[src/rtl/pipe_hazard_ctrl.sv]
// -----------------------------------------------------------------------------
// pipe_hazard_ctrl
//
// Pipeline sequencing controller for a 5-stage RV32I core (IF/ID/EX/MEM/WB).
//   - Decodes rs1/rs2 usage of the ID-stage instruction and detects load-use
//     hazards against the load currently in EX (one bubble per hazard).
//   - Flushes IF/ID and ID/EX on a taken branch/jump resolved in EX.
//   - Hands EX off to a multi-cycle unit (mul/div): issues a start pulse,
//     freezes the front end until mc_done, and aborts after MC_TIMEOUT cycles
//     with a sticky error flag.
//
// Build option:
//   PIPE_HAZARD_PERF_EN  when defined, builds 32-bit wrapping counters for
//                        stall cycles (stall_f=1) and branch flushes. When not
//                        defined, stall_cnt/flush_cnt are tied to zero.
//
// Parameters:
//   MC_TIMEOUT  maximum cycles spent in MC_WAIT before a forced abort (>=2)
//   REG_AW      register address width
//
// Ports:
//   clk          clock
//   rst          synchronous reset, active-high
//   id_instr     instruction currently in ID
//   ex_rd        destination register of the EX instruction
//   ex_mem_read  EX instruction is a load
//   ex_mc_req    EX instruction needs the multi-cycle unit
//   br_taken     EX resolved a taken branch/JAL/JALR
//   mc_done      multi-cycle result valid (1-cycle pulse)
//   stall_f/d/e  hold PC, IF/ID, ID/EX
//   flush_d/e/m  bubble IF/ID, ID/EX, EX/MEM
//   mc_start     1-cycle start pulse to the multi-cycle unit
//   mc_err       sticky timeout flag (cleared only by rst)
//   busy         controller is waiting on the multi-cycle unit
//   stall_cnt    stall-cycle count
//   flush_cnt    branch-flush count
// -----------------------------------------------------------------------------
module pipe_hazard_ctrl #(
  parameter int MC_TIMEOUT = 64,
  parameter int REG_AW     = 5
) (
  input  logic              clk,
  input  logic              rst,
  input  logic [31:0]       id_instr,
  input  logic [REG_AW-1:0] ex_rd,
  input  logic              ex_mem_read,
  input  logic              ex_mc_req,
  input  logic              br_taken,
  input  logic              mc_done,
  output logic              stall_f,
  output logic              stall_d,
  output logic              stall_e,
  output logic              flush_d,
  output logic              flush_e,
  output logic              flush_m,
  output logic              mc_start,
  output logic              mc_err,
  output logic              busy,
  output logic [31:0]       stall_cnt,
  output logic [31:0]       flush_cnt
);

  localparam int TW = (MC_TIMEOUT > 2) ? $clog2(MC_TIMEOUT) : 1;
  localparam logic [TW-1:0] TIMER_LAST = TW'(MC_TIMEOUT - 1);

  localparam logic [0:0] ST_RUN     = 1'b0;
  localparam logic [0:0] ST_MC_WAIT = 1'b1;

  localparam logic [6:0] OP_LOAD   = 7'b0000011;
  localparam logic [6:0] OP_IMM    = 7'b0010011;
  localparam logic [6:0] OP_STORE  = 7'b0100011;
  localparam logic [6:0] OP_BRANCH = 7'b1100011;
  localparam logic [6:0] OP_JALR   = 7'b1100111;
  localparam logic [6:0] OP_REG    = 7'b0110011;

  logic [0:0]        state;
  logic [0:0]        state_nxt;
  logic [TW-1:0]     timer;
  logic [TW-1:0]     timer_nxt;
  logic              err_set;
  logic              use1;
  logic              use2;
  logic              lu_hz;
  logic [REG_AW-1:0] rs1;
  logic [REG_AW-1:0] rs2;
  logic              unused_instr_bits;

  assign rs1 = REG_AW'(id_instr[19:15]);
  assign rs2 = REG_AW'(id_instr[24:20]);
  // Fields not needed for hazard detection.
  assign unused_instr_bits = &{1'b0, id_instr[31:25], id_instr[14:7]};

  // Source-register usage decode from the ID opcode.
  always_comb begin
    use1 = 1'b0;
    use2 = 1'b0;
    case (id_instr[6:0])
      OP_LOAD, OP_IMM, OP_JALR: begin
        use1 = 1'b1;
      end
      OP_STORE, OP_BRANCH, OP_REG: begin
        use1 = 1'b1;
        use2 = 1'b1;
      end
      default: begin
        // LUI, AUIPC, JAL and unknown opcodes read no registers.
        use1 = 1'b0;
        use2 = 1'b0;
      end
    endcase
  end

  // x0 is hard-wired to zero, so a load targeting it never creates a hazard.
  assign lu_hz = ex_mem_read && (ex_rd != '0) &&
                 ((use1 && (rs1 == ex_rd)) || (use2 && (rs2 == ex_rd)));

  assign busy = (state == ST_MC_WAIT);

  // Next-state, timer and pipeline control decode.
  always_comb begin
    stall_f   = 1'b0;
    stall_d   = 1'b0;
    stall_e   = 1'b0;
    flush_d   = 1'b0;
    flush_e   = 1'b0;
    flush_m   = 1'b0;
    mc_start  = 1'b0;
    err_set   = 1'b0;
    state_nxt = state;
    timer_nxt = timer;
    if (rst) begin
      // Everything quiet while in reset; the registers reload RUN regardless.
      state_nxt = ST_RUN;
      timer_nxt = '0;
    end else begin
      case (state)
        ST_RUN: begin
          if (ex_mc_req) begin
            // Multi-cycle handoff outranks branch and load-use handling.
            mc_start  = 1'b1;
            stall_f   = 1'b1;
            stall_d   = 1'b1;
            stall_e   = 1'b1;
            flush_m   = 1'b1;
            state_nxt = ST_MC_WAIT;
            timer_nxt = '0;
          end else if (br_taken) begin
            flush_d = 1'b1;
            flush_e = 1'b1;
          end else if (lu_hz) begin
            // Load advances next cycle, so a single bubble resolves it.
            stall_f = 1'b1;
            stall_d = 1'b1;
            flush_e = 1'b1;
          end else begin
            state_nxt = ST_RUN;
          end
        end
        ST_MC_WAIT: begin
          if (mc_done) begin
            // Done wins over a coincident timeout: release, no error.
            state_nxt = ST_RUN;
          end else if (timer == TIMER_LAST) begin
            state_nxt = ST_RUN;
            err_set   = 1'b1;
          end else begin
            stall_f   = 1'b1;
            stall_d   = 1'b1;
            stall_e   = 1'b1;
            flush_m   = 1'b1;
            timer_nxt = timer + TW'(1);
          end
        end
        default: begin
          state_nxt = ST_RUN;
          timer_nxt = '0;
        end
      endcase
    end
  end

  // State, watchdog timer and sticky error registers.
  always_ff @(posedge clk) begin
    if (rst) begin
      state  <= ST_RUN;
      timer  <= '0;
      mc_err <= 1'b0;
    end else begin
      state <= state_nxt;
      timer <= timer_nxt;
      if (err_set) begin
        mc_err <= 1'b1;
      end
    end
  end

`ifdef PIPE_HAZARD_PERF_EN
  logic [31:0] stall_count;
  logic [31:0] flush_count;

  // Performance counters; flush_d is asserted only by the branch flush.
  always_ff @(posedge clk) begin
    if (rst) begin
      stall_count <= 32'd0;
      flush_count <= 32'd0;
    end else begin
      if (stall_f) begin
        stall_count <= stall_count + 32'd1;
      end
      if (flush_d) begin
        flush_count <= flush_count + 32'd1;
      end
    end
  end

  assign stall_cnt = stall_count;
  assign flush_cnt = flush_count;
`else
  assign stall_cnt = 32'd0;
  assign flush_cnt = 32'd0;
`endif

endmodule

[config.mk]
export PLATFORM = sky130hd
export DESIGN_NAME = pipe_hazard_ctrl
export DESIGN_NICKNAME = d
export VERILOG_FILES = /design/src/rtl/pipe_hazard_ctrl.sv
export SDC_FILE = /design/constraint.sdc
export NUM_CORES = 1
export LEC_CHECK = 0
export ABC_AREA = 1
export CORE_AREA = 2 2 78 58
export CTS_BUF_LIST = sky130_fd_sc_hd__clkbuf_2 sky130_fd_sc_hd__clkbuf_4 sky130_fd_sc_hd__clkbuf_8
export CTS_CLUSTER_DIAMETER = 120
export CTS_CLUSTER_SIZE = 16
export DETAILED_ROUTE_END_ITERATION = 8
export DIE_AREA = 0 0 80 60
export GPL_ROUTABILITY_DRIVEN = 0
export GPL_TIMING_DRIVEN = 0
export PLACE_DENSITY = 0.91
export SYNTH_ARGS = -nofsm -noshare
export SYNTH_HDL_FRONTEND = slang
export SYNTH_SLANG_ARGS = --single-unit
[constraint.sdc]
create_clock -name clk -period 2 [get_ports clk]
set_input_delay 0.4 -clock clk [delete_from_list [all_inputs] [get_ports clk]]
set_output_delay 0.4 -clock clk [all_outputs]
set_load 0.01 [all_outputs]
==> reports/results.env <==
STATUS='finished, final reports clean'
SYNTH_ADDER_AREA_SHARE=0.0103
DRT_ITER0_DRC=34
CRIT_FANOUT=3
CP_CELL_SEQUENCE='ha_4 -> nand2_2 -> nor2_2 -> nand2_2 -> inv_2 -> o21ai_2 -> nand3_2 -> a21oi_2 -> buf_4 -> buf_6'
DETAILROUTE.VIA_COUNT=1281
SETUP_REPAIR_AFTER_GLOBAL_ROUTING_MISSED_ITS_MARGIN='yes'
CLK_PIN_SLEW_NS=0.04
POWER.SHARE.CLOCK=0.282
GLOBAL_ROUTE.OVERFLOW_TOTAL=0
DPL-INSTANCE-AREA_MM2=0.00187
CTS.HOLD.BUFFERS_ADDED=0
CLOCK_LATENCY_NS=0.23
VIAS_IN_THE_FIRST_GLOBAL_ROUTE=1084
ROOT_BUFFER='sky130_fd_sc_hd__clkbuf_8'
SYN2LAYOUT_AREA_GROWTH_PCT=64.4
SYNTH_SEQ_AREA_SHARE=0.132
CRIT_PATH_FREQUENT_CELL='sky130_fd_sc_hd__nand2_2'
START_KIND='register'
HOLD_PATH_CLASS='primary input to register'
SYNTHDOMINANTCELLAREASHARE=0.410
PATH_CLASS='register to output port'
SYNTH_SIMPLE_GATE_AREA_FRAC=0.282
CRITPATHMAXSTAGEDELAY_NS=0.35
SYN-MEAN-INSTANCE-AREA_UM2=6.02
MULTIINPUTGATEAREA_UM2=719
SLEW_VIOLATIONS=0
MAXCAPVIOLCOUNT=0
GRT_MAX_DEGREE=9
NETLIST_TOP_CELLS_AREA='sky130_fd_sc_hd__buf_4 41%, sky130_fd_sc_hd__nand2_1 15%, sky130_fd_sc_hd__dfxtp_1 13%, sky130_fd_sc_hd__inv_1 8.4%, sky130_fd_sc_hd__nor2_1 5.6%'
CTS_INSERTED_BUFFERS=3
MET1_USAGE=0.116
POWER.SWITCHING_W=0.000217
FIN_NETS=355
NETLIST_AREA_MM2=0.00121
NUM_ANTENNA_CELLS=0
FINALSETUPVIOLCOUNT=0
GRT_UTIL_MET3=0.0272
AREA_FRACTION_IN_COMPOUND_GATES_AFTER_SYNTHESIS=0.0496
STDCELL_AREA_MM2=0.00199
VDD.IR_DROP.WORST_mV=0.198
POWER_DENSITY_mW_PER_MM2=339
NUMBER_OF_H_TREE_LEVELS=1
SYNTH_WARNINGS=0
FINALCRITPERIODSHARE=0.973
CORE_REGION_AREA_MM2=0.00410
WORST_PATH_DOMINANT_CELL_FAMILY='flip-flops'
AVG_WL_PER_CELL_UM=8.16
SEQUENTIALPOWERSHARE=0.249
POST_SYNTH_XOR_AREA_FRACTION=0.0145
MAIN_COMBINATIONAL_CELL_FAMILY_BY_AREA_AFTER_SYNTHESIS='buffers and inverters'
HPWLAFTERDP_MM=2.42
DIE_HEIGHT_UM=60
SYNTH_CELL_TYPES=19
ROUTE.FINAL.WIRE_LENGTH_MM=2.97
PRE_CTS_SLACK_NS=-0.657
GLOBALROUTEMET2UTIL=0.233
CATEGORY_OF_THE_WORST_SETUP_PATH_CAPTURE_POINT='output port'
TOP_USAGE_LAYER='met2'
CRITICAL_PATH_BUF_INV_COUNT=3
REMAINING_DRC_ERRORS=0
FMAXACHIEVABLE_MHz=514
LAYOUT.AREA.SEQ_UM2=166
REPORT.POWER.TOTAL_W=0.000674
CELLINTERNALPOWER_W=0.000457
GLOBAL_ROUTE_WIRE_LENGTH_BEFORE_REPAIR_MM=4.31
COMB_POWER_SHARE=0.469
TOP_LEVEL_PORTS=116
SLOWEST_STAGE='sky130_fd_sc_hd__dfxtp_4'
CP.ARRIVAL_NS=1.55
PORTBUFFERS=35
FRACTION_OF_POWER_SPENT_SWITCHING_NETS=0.322
POST-SYNTH-TOP-AREA-CELL='sky130_fd_sc_hd__buf_4'
ANTENNA_VIOLATING_NETS_POST_ROUTE=0
CTS-ROOT-TO-SINK-BUFFERS=2
VIA_PER_INST=3.52
SYNTH_CELLS=201
NUMCLOCKSINKS=8
CRITICAL_PATH_REQUIRED_NS=1.60
FRACTION_OF_LAYOUT_INSTANCES_USING_A_DRIVE_STRENGTH_ABOVE_1=0.343
DESIGN.DIE.AREA_MM2=0.00480
ANTENNA_FOUND_INITIAL=0
DIE-WIDTH_UM=80
FIN_WORST_SKEW_NS=0.00257
FLOORPLAN.INITIALDENSITY=0.295
GLOBALROUTETOTALUTIL=0.116
FLOORPLAN.ROWS=20
DR.PASS1.ITERS=4
LAYOUT_SETUP_WS_NS=0.0546
FINAL-HOLD-VIOLATION-COUNT=0
POWER.STATIC_LEAKAGE_nW=1.27
TRITONCTS='yes'
FILLER_CELL_COUNT=396
SYNTH_SEQ_CELLS=8
SYNTH.AREA.MUX_SHARE=0
MIN_PERIOD_NS=1.95
==> power groups by stage <==
| stage | registers [W] | clock network [W] | logic (W) |
|---|---|---|---|
| 2_1_floorplan | 0.000170 | 0 | 0.000214 |
| 3_3_place_gp | 0.000170 | 0 | 0.000299 |
| 3_5_place_dp | 0.000170 | 0 | 0.000303 |
| 4_1_cts | 0.000167 | 0.000197 | 0.000307 |
| 5_1_grt | 0.000168 | 0.000205 | 0.000346 |
| 6_report | 0.000168 | 0.000190 | 0.000316 |
==> layer usage <==
| metal | vias to the layer above | share of wire |
|---|---|---|
| li1 | 691 | - |
| met1 | 526 | 0.36 |
| met2 | 58 | 0.53 |
| met3 | 6 | 0.085 |
| met4 | 0 | 0.021 |
| met5 | - | 0 |
==> registers in the layout (all words and copies together) (netlist names) <==
signal and cells:
timer 6, busy 1, mc_err 1
==> cells by family (layout without fill, tap and decap cells) <==
family / after synthesis / after routing
adders and majority gates: 1 / 1
other: 1 / 64
DFF: 8 / 8
xor gates and xnor gates: 2 / 2
and+or+nand+nor: 82 / 82
AOI/OAI and AO/OA: 12 / 12
buffers and inverters: 95 / 140
==> worst paths after layout <==
check            from        to  slack, ns  cells past startpoint
min reg2reg    mc_err    mc_err       0.45                      2
max          timer[0]   stall_f       0.05                     10
min               rst  timer[1]       0.38                      2
max reg2reg  timer[0]  timer[3]       0.53                     12
==> synthesized netlist by cell type <==
| master | number |
|---|---|
| sky130_fd_sc_hd__nand2_4 | 1 |
| sky130_fd_sc_hd__nor2_1 | 18 |
| sky130_fd_sc_hd__dfxtp_1 | 8 |
| sky130_fd_sc_hd__o21ai_0 | 4 |
| sky130_fd_sc_hd__buf_4 | 66 |
| sky130_fd_sc_hd__nand4_1 | 3 |
| sky130_fd_sc_hd__conb_1 | 1 |
| sky130_fd_sc_hd__nand3_1 | 6 |
| sky130_fd_sc_hd__nor3_1 | 1 |
| sky130_fd_sc_hd__inv_4 | 1 |
| sky130_fd_sc_hd__a21oi_1 | 8 |
| sky130_fd_sc_hd__xnor2_1 | 1 |
| sky130_fd_sc_hd__nor2_2 | 3 |
| sky130_fd_sc_hd__xor2_1 | 1 |
| sky130_fd_sc_hd__nand2_2 | 1 |
| sky130_fd_sc_hd__buf_6 | 1 |
| sky130_fd_sc_hd__inv_1 | 27 |
| sky130_fd_sc_hd__ha_1 | 1 |
| sky130_fd_sc_hd__nand2_1 | 49 |
==> cell type report <==
| cell class | count | area share |
|---|---|---|
| buffer | 67 | 0.255 |
| tap | 55 | 0.0346 |
| timing repair buffer | 42 | 0.189 |
| sequential | 8 | 0.0836 |
| clock buffer | 3 | 0.0208 |
| inverter | 28 | 0.0553 |
| multi-input combinational | 161 | 0.362 |
==> stage by stage <==
step / util / setup TNS (ns) / hold slack [ns] / cells
after floorplan: - / 0 / 0.452 / 264
after global placement: 0.455 / -2.88 / 0.439 / 354
after detailed placement: 0.455 / -3.14 / 0.443 / 354
after CTS: 0.478 / -0.0581 / 0.374 / 364
after global routing: 0.485 / -0.0168 / 0.386 / 364
final: 0.485 / 0 / 0.382 / 364
==> repair_timing <==
action / CTS / global route
hold endpoints to repair: 0 / 0
setup endpoints to repair: 7 / 5
gates resized for setup: 54 / 21
gates cloned: 0 / 0
pin swaps: 14 / 18
buffers inserted: 7 / 0
==> layout by cell type (no fill, tap or decap), types with 2 or more instances in the layout <==
cell                              count
sky130_fd_sc_hd__buf_4               73
sky130_fd_sc_hd__conb_1              64
sky130_fd_sc_hd__nand2_1             46
sky130_fd_sc_hd__inv_1               23
sky130_fd_sc_hd__dlygate4sd2_1       18
sky130_fd_sc_hd__nor2_1              14
sky130_fd_sc_hd__a21oi_1              7
sky130_fd_sc_hd__nor2_2               6
sky130_fd_sc_hd__dlymetal6s2s_1       6
sky130_fd_sc_hd__nand3_1              5
sky130_fd_sc_hd__dfxtp_1              5
sky130_fd_sc_hd__inv_2                4
sky130_fd_sc_hd__nand2_2              4
sky130_fd_sc_hd__nand4_1              3
sky130_fd_sc_hd__clkbuf_8             3
sky130_fd_sc_hd__clkdlybuf4s50_1      3
sky130_fd_sc_hd__clkdlybuf4s15_1      3
sky130_fd_sc_hd__buf_2                3
sky130_fd_sc_hd__buf_6                2
sky130_fd_sc_hd__o21ai_0              2
sky130_fd_sc_hd__dfxtp_2              2
Power figures use the tool's default switching activity.
